File: src/rtl/acc_rr_scheduler_if.sv
// Handshake bundle between the requesters and the round-robin accumulator scheduler.
// The requester side drives req/data, and the scheduler returns grant, status and the accumulator.
interface acc_rr_scheduler_if #(
  parameter int N_REQ = 4
);
  logic [N_REQ-1:0] req_i;
  logic [N_REQ-1:0] data_i;
  logic [N_REQ-1:0] gnt_o;
  logic             busy_o;
  logic             acc_o;
  logic             err_o;

  modport master (
    output req_i,
    output data_i,
    input  gnt_o,
    input  busy_o,
    input  acc_o,
    input  err_o
  );

  modport slave (
    input  req_i,
    input  data_i,
    output gnt_o,
    output busy_o,
    output acc_o,
    output err_o
  );
endinterface

File: src/rtl/acc_rr_scheduler.sv
// Round-robin scheduler: grants one requester at a time for BURST cycles, and the
// owner's data bit is XOR-folded into a shared accumulator while it holds the grant.
//
//   state | meaning
//   IDLE  | arbitrating; a grant is issued on the first edge that sees any request
//   GRANT | owner holds gnt_o; accumulate each cycle, leave when count expires or req drops
//   GAP   | one dead cycle with gnt_o low before arbitrating again
module acc_rr_scheduler #(
  parameter int N_REQ = 4,
  parameter int BURST = 3
) (
  input  logic                 clk_i,
  input  logic                 rst_i,
  acc_rr_scheduler_if.slave    bus
);

  localparam int IW = $clog2(N_REQ);
  localparam int CW = 4;

  if (N_REQ < 2 || N_REQ > 8) begin : g_bad_n_req
    $error("acc_rr_scheduler: N_REQ must be within 2..8");
  end
  if (BURST < 1 || BURST > 15) begin : g_bad_burst
    $error("acc_rr_scheduler: BURST must be within 1..15");
  end

  typedef enum logic [1:0] {
    IDLE  = 2'd0,
    GRANT = 2'd1,
    GAP   = 2'd2
  } state_t;

  state_t             state_q, state_d;
  logic [N_REQ-1:0]   gnt_q, gnt_d;
  logic [CW-1:0]      cnt_q, cnt_d;
  logic [IW-1:0]      last_q, last_d;
  logic               acc_q, acc_d;
  (* tmrx_error_sink *)
  logic               err_q;
  logic               err_d;

  logic               any_req;
  logic               owner_req;
  logic               owner_data;
  logic [IW-1:0]      winner;

  assign any_req    = |bus.req_i;
  // last_q is updated when a grant issues, so it doubles as the owner index in GRANT
  assign owner_req  = bus.req_i[last_q];
  assign owner_data = bus.data_i[last_q];

  always_comb begin
    int            idx;
    logic [IW-1:0] cand;
    logic          found;
    winner = last_q;
    found  = 1'b0;
    idx    = 0;
    cand   = '0;
    for (int i = 1; i <= N_REQ; i++) begin
      idx = int'(last_q) + i;
      if (idx >= N_REQ) idx = idx - N_REQ;
      cand = IW'(idx);
      if (!found && bus.req_i[cand]) begin
        winner = cand;
        found  = 1'b1;
      end
    end
  end

  always_ff @(posedge clk_i or posedge rst_i) begin
    if (rst_i) begin
      state_q <= IDLE;
      gnt_q   <= '0;
      cnt_q   <= '0;
      last_q  <= IW'(N_REQ - 1);
      acc_q   <= 1'b0;
      err_q   <= 1'b0;
    end else begin
      state_q <= state_d;
      gnt_q   <= gnt_d;
      cnt_q   <= cnt_d;
      last_q  <= last_d;
      acc_q   <= acc_d;
      err_q   <= err_d;
    end
  end

  always_comb begin
    state_d = state_q;
    gnt_d   = gnt_q;
    cnt_d   = cnt_q;
    last_d  = last_q;
    acc_d   = acc_q;
    err_d   = err_q;
    unique case (state_q)
      IDLE: begin
        gnt_d = '0;
        if (any_req) begin
          gnt_d[winner] = 1'b1;
          cnt_d         = CW'(BURST - 1);
          last_d        = winner;
          state_d       = GRANT;
        end
      end
      GRANT: begin
        if (!owner_req) begin
          // owner let go before its burst finished: no accumulate, flag it, release now
          err_d   = 1'b1;
          gnt_d   = '0;
          state_d = GAP;
        end else begin
          acc_d = acc_q ^ owner_data;
          if (cnt_q == '0) begin
            gnt_d   = '0;
            state_d = GAP;
          end else begin
            cnt_d = cnt_q - CW'(1);
          end
        end
      end
      GAP: begin
        gnt_d   = '0;
        state_d = IDLE;
      end
      default: begin
        gnt_d   = '0;
        state_d = IDLE;
      end
    endcase
  end

  always_comb begin
    bus.gnt_o  = gnt_q;
    bus.busy_o = (state_q != IDLE);
    bus.acc_o  = acc_q;
    bus.err_o  = err_q;
  end

  a_gnt_onehot : assert property (@(posedge clk_i) disable iff (rst_i) $onehot0(gnt_q));
  a_gnt_only_in_grant : assert property (@(posedge clk_i) disable iff (rst_i)
                                         (state_q != GRANT) |-> (gnt_q == '0));

endmodule

File: src/flat_wrapper.sv
// flat-port wrapper written by rule: the top's interface ports become plain ports
module acc_rr_scheduler_flat 
#(
  parameter int N_REQ = 4,
  parameter int BURST = 3
)
  (clk_i, rst_i, bus_req_i, bus_data_i, bus_gnt_o, bus_busy_o, bus_acc_o, bus_err_o);
  acc_rr_scheduler_if #(.N_REQ(N_REQ)) bus_i ();
  input  logic clk_i;
  input  logic rst_i;
  input wire logic [$bits(bus_i.req_i)-1:0] bus_req_i;
  input wire logic [$bits(bus_i.data_i)-1:0] bus_data_i;
  output wire logic [$bits(bus_i.gnt_o)-1:0] bus_gnt_o;
  output wire logic [$bits(bus_i.busy_o)-1:0] bus_busy_o;
  output wire logic [$bits(bus_i.acc_o)-1:0] bus_acc_o;
  output wire logic [$bits(bus_i.err_o)-1:0] bus_err_o;
  assign bus_i.req_i = bus_req_i;
  assign bus_i.data_i = bus_data_i;
  assign bus_gnt_o = bus_i.gnt_o;
  assign bus_busy_o = bus_i.busy_o;
  assign bus_acc_o = bus_i.acc_o;
  assign bus_err_o = bus_i.err_o;
  acc_rr_scheduler #(.N_REQ(N_REQ), .BURST(BURST)) u_core (.clk_i(clk_i), .rst_i(rst_i), .bus(bus_i));
endmodule
File: config.mk
export PLATFORM = sky130hd
export DESIGN_NAME = acc_rr_scheduler_flat
export DESIGN_NICKNAME = d
export VERILOG_FILES = /design/src/rtl/acc_rr_scheduler_if.sv /design/src/rtl/acc_rr_scheduler.sv /design/src/flat_wrapper.sv
export SDC_FILE = /design/constraint.sdc
export NUM_CORES = 1
export LEC_CHECK = 0
export CAP_MARGIN = 40
export CORE_UTILIZATION = 51
export CTS_CLUSTER_DIAMETER = 200
export DETAILED_ROUTE_END_ITERATION = 7
export PLACE_DENSITY_LB_ADDON = 0.1
export SLEW_MARGIN = 15
export SYNTH_ARGS = -nofsm -noshare
export SYNTH_HDL_FRONTEND = slang
export SYNTH_SLANG_ARGS = --single-unit
File: constraint.sdc
create_clock -name clk_i -period 4.75 [get_ports clk_i]
set_input_delay 0.95 -clock clk_i [delete_from_list [all_inputs] [get_ports clk_i]]
set_output_delay 0.95 -clock clk_i [all_outputs]
set_load 0.02 [all_outputs]
# == After elaboration in Yosys (flattened, before gate mapping) ==
# Index checks and enable logic that the tools add are counted.
# word_totals
word_cells,87
output_inout_bits,7
inputBits,10
ff_bits,14
# op_classes
order_cmp,11
n_eq_ne,5
addsub,9
n_mux,37
bitwise,2
n_reduce_logical,17
# op_table
op,n
4-bit two-way mux,6
2-bit two-way mux,11
2-bit by 3-bit < comparator with 1-bit output (second input constant),6
4-bit one-hot mux with 2 select lines,2
1-bit binary-select mux with 2-bit select,6
1-bit two-way mux,10
3-bit >= comparator (second input constant),3
2-bit AND reduction,4
2-bit by 1-bit subtractor with 2-bit output (second input constant),4
2-bit by 2-bit adder with 3-bit output (second input constant),2
2-bit by 3-bit adder with 4-bit output (second input constant),1
4-bit by 3-bit >= comparator with 1-bit output (second input constant),1
1-bit logical AND,4
4-bit zero test,1
2-bit by 1-bit inequality test with 1-bit output (second input constant),2
2-bit one-hot mux with 2 select lines,1
4-bit AND reduction,1
2-bit nonzero test,2
4-bit OR reduction,1
4-bit by 1-bit subtractor with 4-bit output (second input constant),1
2-bit by 1-bit adder with 3-bit output (second input constant),1
1-bit zero test,3
3-bit inequality test (second input constant),1
1-bit demux with 2-bit select,1
other kinds (6),6

# == Logic depth before layout (Yosys ltp) ==
# Gate-level depths: netlist of the first run.
# logic_depth
ltp_word,21
depth_mapped,7
mapped_depth_nobuf,6

# == Least setup slack after synthesis of the first run ==
# No wires, ideal clock.
# synth_path
path_kind,input to register
from,in bus_req_i[3]
to,reg u_core.cnt_q[0]
t_arrival_ns,2.057
path_slack_ns,2.619
required_ns,4.676
n_path_buf,1
setup_time_ns,0.074
cell_stages,5
cell_sequence,mux4_2 o311a_1 buf_6 or3_1 o21ai_2
# synth_via
elab_chain_cells,4
elab_cells_between_ends,6
classes_between,2 x eq/ne; 2 x mux; 2 x reduce/logical
# synth_lines
element,line,text
"start, declared",flat_wrapper.sv:11,input wire logic [$bits(bus_i.req_i)-1:0] bus_req_i;
1-bit binary-select mux with 2-bit select,acc_rr_scheduler.sv:49,assign owner_req = bus.req_i[last_q];
1-bit two-way mux (not written as such),acc_rr_scheduler.sv:49,
2-bit by 1-bit inequality test with 1-bit output (no line),--,
4-bit AND reduction (no line) (*),--,
"end signal, assigned",acc_rr_scheduler.sv:82,cnt_q <= cnt_d;
"end, declared",acc_rr_scheduler.sv:35,"logic [CW-1:0] cnt_q, cnt_d;"
# Mark *: on every way between the ends. The rest lies on a longest branch, timed or not. The select of a mux whose other input is x is not followed.
# A chain may end at the register's enable or synchronous reset.

# == Worst setup path after layout of the first run ==
# layout_path
from,reg u_core.state_q[1]
to,out bus_busy_o
# layout_via
elab_chain_cells,1
# layout_lines
element,line,text
"start, declared",acc_rr_scheduler.sv:33,"state_t state_q, state_d;"
"start signal, assigned",acc_rr_scheduler.sv:80,state_q <= state_d;
2-bit nonzero test,acc_rr_scheduler.sv:135,bus.busy_o = (state_q != IDLE);
"end, declared",flat_wrapper.sv:14,output wire logic [$bits(bus_i.busy_o)-1:0] bus_busy_o;
# No other way between the ends.

==> results of run 1 <==
==> worst register-to-register path, cell delays in order, from the launching register on <==
cell and delay, ps:
dfstp_2 640, mux4_2 560, o311a_1 220, or3_1 360, o21ai_2 60
==> how the worst max path moves through the flow <==
stage,slack [ps],startpoint,cells past startpoint,to
floorplan,2620,bus_req_i[3],5,u_core.cnt_q[0]$_DFFE_PP0P_
global placement,2080,bus_req_i[3],5,u_core.cnt_q[0]$_DFFE_PP0P_
detailed placement,2060,bus_req_i[3],5,u_core.cnt_q[0]$_DFFE_PP0P_
CTS,2250,u_core.state_q[1]$_DFFE_PP0P_,2,bus_busy_o
global route,2200,u_core.state_q[1]$_DFFE_PP0P_,2,bus_busy_o
finish,2270,u_core.state_q[1]$_DFFE_PP0P_,2,bus_busy_o
==> report_power, final <==
| group | internal, W | switching, W |
|---|---|---|
| clock | 0.0000326 | 0.0000367 |
| sequential | 0.000173 | 0.0000452 |
| combinational | 0.000137 | 0.000145 |
| total | 0.000342 | 0.000227 |
==> cells in the mapped netlist (all sizes together) <==
cell    instances  area share [%]
or2             2             1.7
nor4            1            0.83
nor2            5             2.5
and2            1             1.0
nand3           2             1.3
nor3b           1             1.0
buf             2             3.0
mux4            2             6.5
clkbuf          1            0.50
nor3            2             1.3
xnor2           1             1.2
a22o            1             1.3
o31ai           3             3.0
o311a           1             1.3
dfstp           2             7.0
a21oi           2             1.3
and2b           1             1.2
mux2i           1             1.3
o21bai          1             1.0
dfrtp          12              40
and3b           1             1.3
or3             2             1.8
a211oi          1             1.0
nand2b          2             1.7
o21ai           3             2.5
ha              1             1.7
inv             5             2.5
a32o            2             2.7
a31oi           1            0.83
nand2           8             4.0
a21o            1             1.2
nor2b           1            0.83
==> cell type report <==
type                            count  area, sq um  area share (%)
Sequential cell                    14          353            37.9
Timing Repair Buffer               16          160            17.2
Multi-Input combinational cell     50          355            38.1
Tap cell                           15         18.8            2.01
Inverter                            5         18.8            2.01
Clock buffer                        4         26.3            2.82
==> cell families after synthesis <==
logic type	count (synthesis)
xor gates and xnor gates	1
DFF	14
AOI/OAI and AO/OA	16
adders and majority gates	1
buffers and inverters	8
muxes	3
and+or+nand+nor	29
==> metal layers <==
layer  vias up  GRT usage, %  wire length [um]
li1        294             -                 -
met1       289          26.7               648
met2        14          34.5               759
met3         2          5.00                41
met4         0          12.5                 9
met5         -             0                 0
==> metrics by stage <==
step | area, sq um | std cells | hold slack, ps | total power (W)
after global routing | 932 | 104 | 510 | 0.000612
after CTS | 932 | 104 | 485 | 0.000576
final | 932 | 104 | 476 | 0.000569
after detailed placement | 906 | 100 | 469 | 0.000503
after floorplan | 753 | 72 | 457 | 0.000423
after global placement | 906 | 100 | 458 | 0.000493
==> registers in the layout, summed over array words and instances, names as in the netlist <==
| signal | cells |
|---|---|
| u_core.bus.acc_o | 1 |
| u_core.bus.gnt_o | 4 |
| u_core.bus.err_o | 1 |
| u_core.state_q | 2 |
| u_core.last_q | 2 |
| u_core.cnt_q | 4 |
==> flow_summary.yaml, run 1 <==
run_status:
  outcome: "complete, no violations"
cts:
  cts.sink_count: 14
  cts_hold_buf: 0
  clock_latency_ps: 280
  cts_made_buffers: 3
  cts_resized: 0
  cts_tree: "yes"
  htreeDepth: 1
  root_buffer: "clkbuf_4"
  cts_buffer_depth: 2
  clk_pin_slew_ps: 80
  post-cts-setup-buffer-count: 0
global_routing:
  grt_pass1_wl_um: 2220
  antenna_found_initial: 0
  overflow: 0
  grt_usage_pct: 21.8
  grt_max_degree: 15
  grt_pass1_vias: 510
synthesis:
  synth_cell_types: 35
  ys_seq_area_share_pct: 46.8
  synth_area_per_cell_sq_um: 10.5
  synth_compound_area_share_pct: 16.1
  yosys_warnings: 0
  synth_top_family_by_area: "simple AND/OR/NAND/NOR gates"
  yosys.area_share.simple_pct: 20.4
  synth_fa_ha_area_share_pct: 1.66
  synth_mux_area_share_pct: 7.81
  ys_ff_latch: 14
  synth_nets: 83
  netlist_area_sq_um: 753
  synthXorXnorAreaFrac_pct: 1.16
  synth_cells: 72
hold_path:
  hp-class: "flop to flop"
  hold_start: "u_core.bus.acc_o$_DFFE_PP0P_"
  hold_depth: 1
  min_to: "u_core.bus.acc_o$_DFFE_PP0P_"
setup_path:
  required_ps: 3800
  start_kind: "flop"
  path_delay_family: "buffers and inverters"
  worstReg2RegEnd: "u_core.cnt_q[0]$_DFFE_PP0P_"
  arrival_ps: 1530
  worstReg2RegStart: "u_core.last_q[1]$_DFFE_PP1P_"
  crit_slowest_cell: "clkdlybuf4s50_1"
  crit_type: "flop to primary output"
  critPathBufInv: 1
  cp_cell_sequence: "or2_2 -> clkdlybuf4s50_1"
  r2r_cells: 4
  crit_path_max_incr_delay_ps: 540
  end_kind: "primary output"
  cp_max_fo: 3
  r2r_slack_ps: 2840
drt:
  wl_per_cell_um: 14.0
  vias: 599
  firstDrtPassIters: 4
  viasPerCell: 5.76
  drcViolationCount: 0
  first_iter_violations: 19
  ant_nets: 0
  wl_um: 1460
final_layout:
  fin_util_pct: 69.9
  final_layout_size_suffix_gt1_share_pct: 16.9
  diodes: 0
  final_cell_mix: "clkdlybuf4s50_1 (16), dfrtp_1 (12), nand2_1 (8)"
  fill_cells: 113
  final_nets: 101
  layout_commonest_cell: "clkdlybuf4s50_1"
  area_delta_synth_final_pct: 23.8
placed_design:
  port-buffer-count: 16
  hpwl_um: 1130
  pre_cts_ws_ps: 2060
  place_congestion: 0.778
pwr:
  vdd_drop_max_uv: 326
  p_leak_nw: 0.393
  p_per_area_nw_per_um2: 611
sta:
  setup_ws_ps: 2270
  finClkSkew_ps: 0.818
  rsz0062_at_grt: "false"
  fmax_mhz: 404
  tns_ps: 0
  hold_violations: 0
  worst_pin_slew_ps: 600
  setup_viol: 0
  finalCriticalPeriod_ps: 2480
  fin_crit_sh_pct: 52.1
  drv_slew: 0
  slew_headroom_pct: 59.8
floorplanning:
  ios: 17
  core_area_sq_um: 1330
  die_w_um: 40.4
  start_util_pct: 56.5
  die-area_sq_um: 1630
  num_rows: 13
  die_y_um: 40.4
run:
  drv_cap: 0
(Power assumes the default switching activity.)
==> run 2: changes to the inputs <==
Settings changed: CORE_UTILIZATION 51 to 47.
Clock period 4.75 ns to 2.5 ns, I/O delays scaled along.
==> flow_summary.yaml, run 2 (synthesis results as in run 1) <==
global_routing:
  grt_max_degree: 15
  met3_usage_pct: 2.59
  overflow: 0
  use_met2_pct: 30.0
  grt_pass1_vias: 533
  use_met1_pct: 23.9
  grt.busiest_layer: "met2"
  grt_usage_pct: 18.3
  grt_pass1_wl_um: 2390
  antenna_found_initial: 0
drt:
  viasPerCell: 5.72
  wl_um: 1460
  wl_per_cell_um: 13.7
  drcViolationCount: 0
  vias: 606
  ant_nets: 0
  firstDrtPassIters: 4
  first_iter_violations: 13
run_status:
  outcome: "complete, no violations"
setup_path:
  cp_max_fo: 3
  start_kind: "flop"
  required_ps: 2000
  r2r_slack_ps: 580
  crit_slowest_cell: "clkdlybuf4s50_1"
  crit_type: "flop to primary output"
  worstReg2RegEnd: "u_core.cnt_q[0]$_DFFE_PP0P_"
  end_kind: "primary output"
  cp-startpoint: "u_core.state_q[1]$_DFFE_PP0P_"
  worstReg2RegStart: "u_core.last_q[1]$_DFFE_PP1P_"
  endpoint: "bus_busy_o"
  crit_path_max_incr_delay_ps: 550
  arrival_ps: 1550
  cp_cell_sequence: "or2_2 -> clkdlybuf4s50_1"
  r2r_cells: 4
placed_design:
  hpwl_um: 1050
  place_congestion: 0.760
  port-buffer-count: 16
  place.detailed.instances: 102
  place_area_sq_um: 915
run:
  drv_cap: 0
sta:
  slew_headroom_pct: 62.3
  hold_violations: 0
  fmax_mhz: 489
  finClkSkew_ps: 5.53
  tns_ps: 0
  worst_pin_slew_ps: 563
  drv_slew: 0
  finalCriticalPeriod_ps: 2050
  setup_viol: 0
  fin_crit_sh_pct: 81.8
  rsz0062_at_grt: "false"
floorplanning:
  core_area_sq_um: 1510
  die_w_um: 42.0
  die-area_sq_um: 1770
  die_y_um: 42.0
  num_rows: 14
  ios: 17
  start_util_pct: 50.0
pwr:
  p_leak_nw: 0.404
  p_per_area_nw_per_um2: 1180
  vdd_drop_max_uv: 752
cts:
  cts_buffer_depth: 2
  cts_resized: 0
  cts_made_buffers: 3
  clk_pin_slew_ps: 90
  clock_latency_ps: 280
  cts.sink_count: 14
  post-cts-setup-buffer-count: 0
  cts_hold_buf: 0
  cts_tree: "yes"
  htreeDepth: 1
  root_buffer: "clkbuf_4"
final_layout:
  fin_area_sq_um: 951
  instances_no_fill: 106
  fin_util_pct: 63.1
  final_layout_size_suffix_gt1_share_pct: 18.9
  area_delta_synth_final_pct: 26.2
  diodes: 0
  fill_cells: 132
  final_cell_mix: "clkdlybuf4s50_1 (16), dfrtp_1 (12), nand2_1 (8)"
  final_nets: 102
  layout_commonest_cell: "clkdlybuf4s50_1"
hold_path:
  hp-class: "flop to flop"
run 2: cell count changes in the layout (fill, tap and decap cells not counted):
cell / before / now
clkbuf_1: 1 / 0
buf_4: 0 / 1
clkbuf_8: 0 / 1
run 2: final cells by class:
cell class	count	area, sq um	share of cell area, %
timing repair buffer	17	168	17.6
sequential	14	353	37.1
multi-input combinational	50	355	37.4
tap	16	20.0	2.11
clock buffer	4	36.3	3.82
inverter	5	18.8	1.97
run 2: worst max-delay path: cells and delay by family, from the launching register on:
kind / cells / cell delay [ps]
buffers and inverters: 1 / 550
DFF: 1 / 390
and+or+nand+nor: 1 / 330
run 2: routing by layer:
layer	vias to the layer above	part of all wire (%)
met4	0	0.82
met3	2	3.4
met5	-	0
met1	301	48
li1	291	-
met2	12	47
run 2: through the flow:
stage               power, W  hold slack, ps  worst slack, ps
detailed placement  0.000960             461              260
global route         0.00119             506              405
floorplan           0.000803             388              657
CTS                  0.00113             479              447
global placement    0.000953             458              280
finish               0.00112             475              454
run 2: worst min path at each step:
stage / startpoint / to / slack [ps] / depth (start not counted)
floorplan: rst_i / u_core.bus.acc_o$_DFFE_PP0P_ / 390 / 1
global placement: u_core.bus.acc_o$_DFFE_PP0P_ / u_core.bus.acc_o$_DFFE_PP0P_ / 460 / 1
detailed placement: u_core.bus.acc_o$_DFFE_PP0P_ / u_core.bus.acc_o$_DFFE_PP0P_ / 460 / 1
CTS: u_core.bus.acc_o$_DFFE_PP0P_ / u_core.bus.acc_o$_DFFE_PP0P_ / 480 / 1
global route: u_core.bus.acc_o$_DFFE_PP0P_ / u_core.bus.acc_o$_DFFE_PP0P_ / 510 / 1
finish: u_core.bus.acc_o$_DFFE_PP0P_ / u_core.bus.acc_o$_DFFE_PP0P_ / 480 / 1
run 2: power breakdown:
| part | switching, W | internal (W) | total, W |
|---|---|---|---|
| sequential | 0.0000853 | 0.000328 | 0.000413 |
| clock | 0.0000745 | 0.0000885 | 0.000163 |
| combinational | 0.000277 | 0.000270 | 0.000547 |
| total | 0.000437 | 0.000687 | 0.00112 |
==> run 3: changes to the inputs <==
Clock period 2.5 ns to 1.95 ns, I/O delays scaled along.
==> flow_summary.yaml, run 3 (synthesis results as in run 1) <==
cts:
  cts_buffer_depth: 2
  post-cts-setup-buffer-count: 0
  htreeDepth: 1
  cts_tree: "yes"
  cts.sink_count: 14
  cts_made_buffers: 3
  root_buffer: "clkbuf_4"
  clk_pin_slew_ps: 80
  clock_latency_ps: 280
  cts_hold_buf: 0
  cts_resized: 0
placed_design:
  hpwl_um: 1130
  port-buffer-count: 16
  place_area_sq_um: 997
  place_congestion: 0.779
setup_path:
  required_ps: 2140
  crit_type: "flop to flop"
  cpMostUsedCell: "buf_4"
  crit_path_max_incr_delay_ps: 550
  crit_slowest_cell: "dfstp_2"
  cp_max_fo: 9
  end_kind: "flop"
  arrival_ps: 1980
  start_kind: "flop"
  cp_cell_sequence: "buf_4 -> and2b_2 -> o31ai_1 -> buf_4 -> nand2_1 -> o21ai_0"
sta:
  rsz0062_at_grt: "false"
  setup_viol: 0
  finalCriticalPeriod_ps: 1790
  drv_slew: 0
  slew_headroom_pct: 64.2
  fmax_mhz: 558
  tns_ps: 0
  worst_pin_slew_ps: 536
  fin_crit_sh_pct: 91.9
  hold_violations: 0
  finClkSkew_ps: 1.65
final_layout:
  final_nets: 113
  layout_commonest_cell: "clkdlybuf4s50_1"
  fin_util_pct: 68.8
  final_cell_mix: "clkdlybuf4s50_1 (15), buf_4 (12), dfrtp_1 (12)"
  final_layout_size_suffix_gt1_share_pct: 27.7
  diodes: 0
  area_delta_synth_final_pct: 37.5
  fill_cells: 124
  multiInputGateArea_sq_um: 355
  fin_area_sq_um: 1040
  regArea_sq_um: 353
global_routing:
  grt_pass1_wl_um: 2470
  grt_pass1_vias: 579
  antenna_found_initial: 0
  overflow: 0
  grt_usage_pct: 18.8
  grt_max_degree: 15
floorplanning:
  start_util_pct: 50.0
  die_w_um: 42.0
  num_rows: 14
  die_y_um: 42.0
  ios: 17
  core_area_sq_um: 1510
  die-area_sq_um: 1770
drt:
  firstDrtPassIters: 4
  viasPerCell: 5.32
  first_iter_violations: 5
  wl_per_cell_um: 12.6
  vias: 622
  drcViolationCount: 0
  wl_um: 1480
  ant_nets: 0
run_status:
  outcome: "complete, no violations"
run:
  drv_cap: 0
pwr:
  p_per_area_nw_per_um2: 1480
  vdd_drop_max_uv: 936
  p_leak_nw: 0.464
hold_path:
  hp-class: "input pin to async pin"
## run 3: changes by cell type in the layout (fill, tap and decap cells not counted)
cell             change
buf_4               +11
clkdlybuf4s50_1      -1
dlymetal6s2s_1       +1
## run 3: power by group
group / internal (W) / switching (W)
clock network: 0.000114 / 0.0000895
registers: 0.000420 / 0.0000865
logic: 0.000428 / 0.000393
## run 3: final cells by class
| class | count | area share [%] |
|---|---|---|
| Timing Repair Buffer | 28 | 24.4 |
| Sequential cell | 14 | 34.1 |
| Tap cell | 16 | 1.93 |
| Multi-Input combinational cell | 50 | 34.3 |
| Clock buffer | 4 | 3.50 |
| Inverter | 5 | 1.81 |
## run 3: worst paths after layout
check / to / start / slack (ps) / depth (start not counted)
max in group asynchronous: u_core.last_q[1]$_DFFE_PP1P_ / rst_i / 1140 / 2
min in group clk_i: u_core.bus.err_o$_DFFE_PP0N_ / u_core.bus.err_o$_DFFE_PP0N_ / 480 / 1
worst min-delay path: u_core.bus.err_o$_DFFE_PP0N_ / rst_i / 450 / 2
worst max-delay path: u_core.bus.gnt_o[1]$_DFFE_PP0P_ / u_core.last_q[1]$_DFFE_PP1P_ / 160 / 6
worst max register to register: u_core.bus.gnt_o[1]$_DFFE_PP0P_ / u_core.last_q[1]$_DFFE_PP1P_ / 160 / 6
worst min register to register: u_core.bus.err_o$_DFFE_PP0N_ / u_core.bus.err_o$_DFFE_PP0N_ / 480 / 1
## run 3: critical path: cells and delay by family, from the launching register on
family                 cells  cell delay [ps]
and+or+nand+nor            2              260
buffers and inverters      2              350
DFF                        1              550
AOI/OAI and AO/OA          2              540
## run 3: layer usage
layer / vias up / track usage [%] / routed length, um
met3: 2 / 7.76 / 65
met4: 0 / 6.25 / 12
met2: 12 / 29.1 / 666
met1: 293 / 24.1 / 735
met5: - / 0 / 0
li1: 315 / - / -
## run 3: metrics by stage
stage | setup WS, ps | total power, W | hold slack (ps) | instances
6_report | 158 | 0.00153 | 446 | 117
2_1_floorplan | 107 | 0.00103 | 278 | 72
3_5_place_dp | -62.9 | 0.00133 | 461 | 113
5_1_grt | 63.5 | 0.00164 | 491 | 117
4_1_cts | 24.8 | 0.00155 | 446 | 117
3_3_place_gp | -32.4 | 0.00132 | 457 | 113
